--- src/rtl/result_tx_pkg.sv ---
// -----------------------------------------------------------------------------
// result_tx_pkg
// Shared definitions for the result UART transmitter:
//   - SYNC_BYTE_DEFAULT : first byte of every frame
//   - FRAME_BYTES       : bytes per frame (sync + 4 bytes of v0 + 4 bytes of v1)
//   - tx_state_e        : byte-level serialiser state encoding
//   - frame_byte()      : selects the byte at a given frame position
// -----------------------------------------------------------------------------
package result_tx_pkg;

    localparam logic [7:0] SYNC_BYTE_DEFAULT = 8'hA5;
    localparam int         FRAME_BYTES       = 9;

    typedef enum logic [1:0] {
        IDLE  = 2'd0,
        START = 2'd1,
        DATA  = 2'd2,
        STOP  = 2'd3
    } tx_state_e;

    // Frame order: sync, v0 big-endian, v1 big-endian.
    function automatic logic [7:0] frame_byte(
        input logic [3:0]  idx,
        input logic [7:0]  sync,
        input logic [31:0] w0,
        input logic [31:0] w1
    );
        logic [7:0] b;
        case (idx)
            4'd0:    b = sync;
            4'd1:    b = w0[31:24];
            4'd2:    b = w0[23:16];
            4'd3:    b = w0[15:8];
            4'd4:    b = w0[7:0];
            4'd5:    b = w1[31:24];
            4'd6:    b = w1[23:16];
            4'd7:    b = w1[15:8];
            default: b = w1[7:0];
        endcase
        return b;
    endfunction

endpackage

--- src/rtl/uart_byte_tx.sv ---
// -----------------------------------------------------------------------------
// uart_byte_tx
// Serialises one byte as UART 8N1 (start 0, 8 data bits LSB first, stop 1),
// each bit lasting CLKS_PER_BIT cycles.
// Ports:
//   Clk    in   system clock, rising edge
//   Reset  in   asynchronous active-high reset
//   Start  in   begin a byte; honoured in IDLE and in the last stop-bit cycle
//   Data   in   byte to send; must stay stable until Done
//   Tx     out  serial line, idles high
//   Done   out  high in the last cycle of the stop bit
// -----------------------------------------------------------------------------
module uart_byte_tx
    import result_tx_pkg::*;
#(
    parameter int CLKS_PER_BIT = 868
) (
    input  logic       Clk,
    input  logic       Reset,
    input  logic       Start,
    input  logic [7:0] Data,
    output logic       Tx,
    output logic       Done
);

    localparam int               CNT_W     = (CLKS_PER_BIT > 1) ? $clog2(CLKS_PER_BIT) : 1;
    localparam logic [CNT_W-1:0] BAUD_LAST = CNT_W'(CLKS_PER_BIT - 1);

    tx_state_e        state_q, state_d;
    logic [CNT_W-1:0] baud_q, baud_d;
    logic [2:0]       bit_idx_q, bit_idx_d;
    logic             bit_end;

    assign bit_end = (baud_q == BAUD_LAST);

    // State register
    always_ff @(posedge Clk or posedge Reset) begin
        if (Reset) begin
            state_q   <= IDLE;
            baud_q    <= '0;
            bit_idx_q <= '0;
        end else begin
            state_q   <= state_d;
            baud_q    <= baud_d;
            bit_idx_q <= bit_idx_d;
        end
    end

    // Next-state logic
    always_comb begin
        state_d   = state_q;
        baud_d    = baud_q;
        bit_idx_d = bit_idx_q;
        case (state_q)
            IDLE: begin
                if (Start) begin
                    state_d   = START;
                    baud_d    = '0;
                    bit_idx_d = '0;
                end
            end
            START: begin
                if (bit_end) begin
                    state_d = DATA;
                    baud_d  = '0;
                end else begin
                    baud_d = baud_q + 1'b1;
                end
            end
            DATA: begin
                if (bit_end) begin
                    baud_d = '0;
                    if (bit_idx_q == 3'd7) begin
                        state_d   = STOP;
                        bit_idx_d = '0;
                    end else begin
                        bit_idx_d = bit_idx_q + 1'b1;
                    end
                end else begin
                    baud_d = baud_q + 1'b1;
                end
            end
            STOP: begin
                if (bit_end) begin
                    baud_d = '0;
                    // Chaining straight into START keeps bytes of a frame gap-free.
                    state_d = Start ? START : IDLE;
                end else begin
                    baud_d = baud_q + 1'b1;
                end
            end
            default: state_d = IDLE;
        endcase
    end

    // Output logic
    always_comb begin
        Tx   = 1'b1;
        Done = 1'b0;
        case (state_q)
            START:   Tx = 1'b0;
            DATA:    Tx = Data[bit_idx_q];
            STOP:    Done = bit_end;
            default: ;
        endcase
    end

endmodule

--- src/rtl/result_uart_tx.sv ---
// -----------------------------------------------------------------------------
// result_uart_tx
// Watches result registers v0/v1 and, whenever either differs from the last
// value sent, transmits a 9-byte UART frame: SYNC, v0 (MSB first), v1 (MSB
// first). Values changing while a frame is in flight are not sampled; only the
// value present when the transmitter returns to idle is considered.
// Ports:
//   Clk         in   system clock, rising edge
//   Reset       in   asynchronous active-high reset
//   v0, v1      in   result registers (32 bits each)
//   Tx          out  UART serial line, idles high
//   Busy        out  high while a frame is in flight
//   FrameCount  out  completed frames, modulo 256
// -----------------------------------------------------------------------------
module result_uart_tx
    import result_tx_pkg::*;
#(
    parameter int         CLKS_PER_BIT = 868,
    parameter logic [7:0] SYNC_BYTE    = SYNC_BYTE_DEFAULT
) (
    input  logic        Clk,
    input  logic        Reset,
    input  logic [31:0] v0,
    input  logic [31:0] v1,
    output logic        Tx,
    output logic        Busy,
    output logic [7:0]  FrameCount
);

    logic        busy_q, busy_d;
    logic [31:0] last_v0_q, last_v1_q;
    logic [31:0] snap_v0_q, snap_v1_q;
    logic [3:0]  byte_idx_q, byte_idx_d;
    logic [7:0]  frame_cnt_q, frame_cnt_d;

    logic        trigger;
    logic        last_byte;
    logic        byte_done;
    logic        byte_start;
    logic [7:0]  tx_byte;

    // Change detection is only armed while idle, so mid-frame changes are ignored.
    assign trigger    = !busy_q && ((v0 != last_v0_q) || (v1 != last_v1_q));
    assign last_byte  = (byte_idx_q == 4'(FRAME_BYTES - 1));
    assign byte_start = trigger || (byte_done && !last_byte);

    // Byte 0 is the constant sync byte, so it is valid before the snapshot lands.
    assign tx_byte = frame_byte(byte_idx_q, SYNC_BYTE, snap_v0_q, snap_v1_q);

    always_comb begin
        busy_d      = busy_q;
        byte_idx_d  = byte_idx_q;
        frame_cnt_d = frame_cnt_q;
        if (trigger) begin
            busy_d     = 1'b1;
            byte_idx_d = '0;
        end else if (byte_done) begin
            if (last_byte) begin
                busy_d      = 1'b0;
                frame_cnt_d = frame_cnt_q + 1'b1;
            end else begin
                byte_idx_d = byte_idx_q + 1'b1;
            end
        end
    end

    always_ff @(posedge Clk or posedge Reset) begin
        if (Reset) begin
            busy_q      <= 1'b0;
            byte_idx_q  <= '0;
            frame_cnt_q <= '0;
            last_v0_q   <= '0;
            last_v1_q   <= '0;
            snap_v0_q   <= '0;
            snap_v1_q   <= '0;
        end else begin
            busy_q      <= busy_d;
            byte_idx_q  <= byte_idx_d;
            frame_cnt_q <= frame_cnt_d;
            if (trigger) begin
                snap_v0_q <= v0;
                snap_v1_q <= v1;
                last_v0_q <= v0;
                last_v1_q <= v1;
            end
        end
    end

    uart_byte_tx #(
        .CLKS_PER_BIT(CLKS_PER_BIT)
    ) u_byte_tx (
        .Clk   (Clk),
        .Reset (Reset),
        .Start (byte_start),
        .Data  (tx_byte),
        .Tx    (Tx),
        .Done  (byte_done)
    );

    assign Busy       = busy_q;
    assign FrameCount = frame_cnt_q;

endmodule

--- config.mk ---
export PLATFORM = sky130hd
export DESIGN_NAME = result_uart_tx
export DESIGN_NICKNAME = d
export VERILOG_FILES = /design/src/rtl/result_tx_pkg.sv /design/src/rtl/uart_byte_tx.sv /design/src/rtl/result_uart_tx.sv
export SDC_FILE = /design/constraint.sdc
export NUM_CORES = 1
export LEC_CHECK = 0
export CAP_MARGIN = 0
export CORE_UTILIZATION = 55
export CTS_CLUSTER_SIZE = 8
export DETAILED_ROUTE_END_ITERATION = 7
export GPL_TIMING_DRIVEN = 0
export HOLD_SLACK_MARGIN = 0.05
export PLACE_DENSITY = 0.87
export SLEW_MARGIN = 20
export SYNTH_ARGS = -nofsm -noshare
export SYNTH_HDL_FRONTEND = slang
export SYNTH_HIERARCHICAL = 1
export SYNTH_SLANG_ARGS = --single-unit
--- constraint.sdc ---
create_clock -name Clk -period 3.4 [get_ports Clk]
set_input_delay 0.68 -clock Clk [delete_from_list [all_inputs] [get_ports Clk]]
set_output_delay 0.68 -clock Clk [all_outputs]
set_load 0.03 [all_outputs]
==> impl_metrics.env <==
export IMPL_yosys_area_top_type="dfrtp_1"
export IMPL_worst_pin_slew_ns=0.704
export IMPL_netlist_area_um2=5270
export IMPL_ys_types=49
export IMPL_io_pins=76
export IMPL_wl_per_cell_um=21.1
export IMPL_ff2ff_setup_slack_ns=0.39
export IMPL_violations="setup timing"
export IMPL_yosys_area_top_type_share_pct=43.7
export IMPL_fin_skew_ns=0.0132
export IMPL_hold_violations=0
export IMPL_cp_arrival_ns=2.93
export IMPL_grtUsageTotal_pct=30.3
export IMPL_max_freq_mhz=277
export IMPL_detail_route_antenna_nets=0
export IMPL_grt_pass1_vias=4370
export IMPL_synth_area_top_cells="dfrtp_1 44%, mux2_2 11%, xor2_1 11%"
export IMPL_start_util_pct=57.0
export IMPL_fin_ws_ns=-0.207
export IMPL_insertion_delay_ns=0.39
export IMPL_synthesis_nets=537
export IMPL_rr_worst_depth=10
export IMPL_cts_root_buf="clkbuf_8"
export IMPL_dpl_worst_slack_ns=-0.870
export IMPL_post_route_period_util_pct=106
export IMPL_dieHeight_um=99.9
export IMPL_layout_common_cells="90 x dfrtp_1, 74 x clkdlybuf4s50_1, 66 x xor2_1, 52 x mux2_2, 17 x nand2_1"
export IMPL_cp_end_kind="output port"
export IMPL_hp_class="reg2reg"
export IMPL_finalCriticalPeriod_ns=3.61
export IMPL_dr_total_vias=4233
export IMPL_rsz0062_at_grt="true"
export IMPL_avgSynthCellArea_um2=11.5
export IMPL_worstSetupStartpointType="register"
export IMPL_startpoint="byte_idx_q[0]$_DFFE_PP0P_"
export IMPL_viasPerCell=6.22
export IMPL_wl_mm=14.4
export IMPL_crit_required_ns=2.72
export IMPL_hpwl_mm=9.76
export IMPL_grt_overflow=0
export IMPL_relSlewSlack_pct=53.0
export IMPL_htreeDepth=3
export IMPL_row_count=35
export IMPL_final_common_cell="dfrtp_1"
export IMPL_crit_fanout=10
export IMPL_synth_async_reset_ratio_pct=100
export IMPL_clock_sinks=92
export IMPL_fp_dieW_um=99.9
export IMPL_dieArea_um2=9980
export IMPL_grt_pass1_wl_mm=22.7
export IMPL_setup_viol=1
export IMPL_dp_cells=663
export IMPL_path_class="reg2out"
export IMPL_ys_seq_area_share_pct=43.7
export IMPL_drv_cap=0
export IMPL_rr_startpoint="snap_v1_q[31]$_DFFE_PP0P_"
export IMPL_r2r_end="u_byte_tx/state_q[1]$_DFFE_PP0P_"
export IMPL_syn_to_final_growth_pct=27.0
export IMPL_tritoncts="yes"
export IMPL_cts_buffer_depth=2
export IMPL_drive_above_1_share_pct=24.8
export IMPL_powerDensity_nw_per_um2=340
export IMPL_nNetsFinal=626
export IMPL_synthCells=458
export IMPL_routabilityCongestion=0.934
export IMPL_drc_errors=0
export IMPL_fp_coreArea_um2=9240
export IMPL_n_antenna_cell=0
export IMPL_clkSlewWorstSetupHoldPaths_ns=0.10
export IMPL_antenna_found_initial=0
export IMPL_status="complete, but fails checks"
export IMPL_final_max_slew_viol_count=0
export IMPL_grt_max_degree=57
export IMPL_ys_warn_count=6
export IMPL_drt_iter0_drc=320
export IMPL_cts_made_buffers=9
export IMPL_ys_flop_type="dfrtp_1"
export IMPL_p_leak_nw=2.74
export IMPL_endpoint="Tx"
export IMPL_synth_seq_cells=92
export IMPL_instances_no_fill=681
export IMPL_synth_edff_count=0
export IMPL_ir_drop_mv=0.288
export IMPL_setup_tns_ns=-0.207
export IMPL_first_pass_iters=6
export IMPL_numPortBuffers=75
-- cells by family (layout without fill, tap and decap cells) --
group,Yosys count,after routing,share of synthesized area [%]
muxes,73,73,17.1
buffers and inverters,36,130,3.09
AOI/OAI and AO/OA,80,80,11.0
xor gates and xnor gates,75,75,12.5
and+or+nand+nor,89,89,9.52
adders and majority gates,13,13,3.09
DFF,92,92,43.7
-- metrics by stage --
stage / instance area [um^2] / hold slack [ns] / power [W] / utilization, %
after global routing: 6690 / 0.497 / 0.00235 / 72.4
final: 6690 / 0.482 / 0.00228 / 72.4
after CTS: 6650 / 0.481 / 0.00227 / 71.9
after floorplan: 5270 / 0.514 / 0.00129 / -
after global placement: 6180 / 0.462 / 0.00142 / 66.9
after detailed placement: 6210 / 0.464 / 0.00143 / 67.2
-- layout make-up --
cell class | instances | area, um^2
buffer | 19 | 153
multi-input combinational | 330 | 2970
clock inverter | 5 | 82.6
inverter | 15 | 61.3
fill | 602 | 2550
sequential | 92 | 2300
timing repair buffer | 80 | 816
clock buffer | 11 | 141
tap | 129 | 161
-- report_power, final --
part	leakage (nW)	total, W	internal, W	switching, W
clock network	0.114	0.000853	0.000439	0.000414
registers	1.08	0.00118	0.00113	0.0000462
logic	1.54	0.000246	0.000141	0.000106
-- worst min path at each step --
stage                                     from                         endpoint  slack (ns)  depth (start not counted)
3_3_place_gp         FrameCount[7]$_DFFE_PP0P_        FrameCount[7]$_DFFE_PP0P_        0.46                          1
2_1_floorplan  u_byte_tx/baud_q[9]$_DFFE_PP0P_  u_byte_tx/baud_q[9]$_DFFE_PP0P_        0.51                          2
5_1_grt              FrameCount[7]$_DFFE_PP0P_        FrameCount[7]$_DFFE_PP0P_        0.50                          1
3_5_place_dp         FrameCount[7]$_DFFE_PP0P_        FrameCount[7]$_DFFE_PP0P_        0.46                          1
4_1_cts              FrameCount[7]$_DFFE_PP0P_        FrameCount[7]$_DFFE_PP0P_        0.48                          1
6_report             FrameCount[7]$_DFFE_PP0P_        FrameCount[7]$_DFFE_PP0P_        0.48                          1
-- synthesized netlist by cell type, drive strengths merged, types with 2 or more instances --
| cell type | count |
|---|---|
| dfrtp | 92 |
| mux2 | 68 |
| xor2 | 66 |
| nor4 | 20 |
| o21ai | 19 |
| a22oi | 17 |
| nand2 | 17 |
| inv | 15 |
| ha | 13 |
| nor2 | 13 |
| clkbuf | 12 |
| nand3 | 12 |
| buf | 9 |
| xnor2 | 9 |
| a21oi | 8 |
| nand4 | 8 |
| a22o | 7 |
| nor3 | 6 |
| a211oi | 4 |
| a222oi | 4 |
| o211ai | 4 |
| and3 | 3 |
| mux2i | 3 |
| o31ai | 3 |
| a2111oi | 2 |
| a21o | 2 |
| a221oi | 2 |
| a311oi | 2 |
| and2 | 2 |
| mux4 | 2 |
| nand2b | 2 |
| nand3b | 2 |
-- worst max-delay path, cell delays in order (launching register included) --
cell and delay (ns):
dfrtp_2 0.46, inv_4 0.08, ha_4 0.20, clkbuf_8 0.18, a22oi_1 0.26, a21oi_1 0.16, nor3_2 0.22, a21oi_1 0.09
mux4_2 0.46, mux2i_1 0.16, mux2i_1 0.10, buf_4 0.19
-- registers in the layout, indices dropped and copies added (netlist names) --
register,flops
byte_idx_q,4
u_byte_tx/bit_idx_q,3
FrameCount,8
u_byte_tx/state_q,2
snap_v0_q,32
u_byte_tx/baud_q,10
snap_v1_q,32
Busy,1
-- layer usage --
metal	wire, um	share of wire [%]	GRT usage [%]
met1	5800	40	37.9
met4	618	4.3	16.3
met5	0	0	0
met2	6960	48	49.1
met3	1010	7.0	6.96
-- timing repair --
item	in CTS	in global routing
hold buffers	0	0
gates resized for setup	53	8
pin swaps	13	5
setup buffers	3	0
gates cloned	1	0
setup endpoints to repair	12	2
No activity file was read; power rests on OpenSTA's default activity.
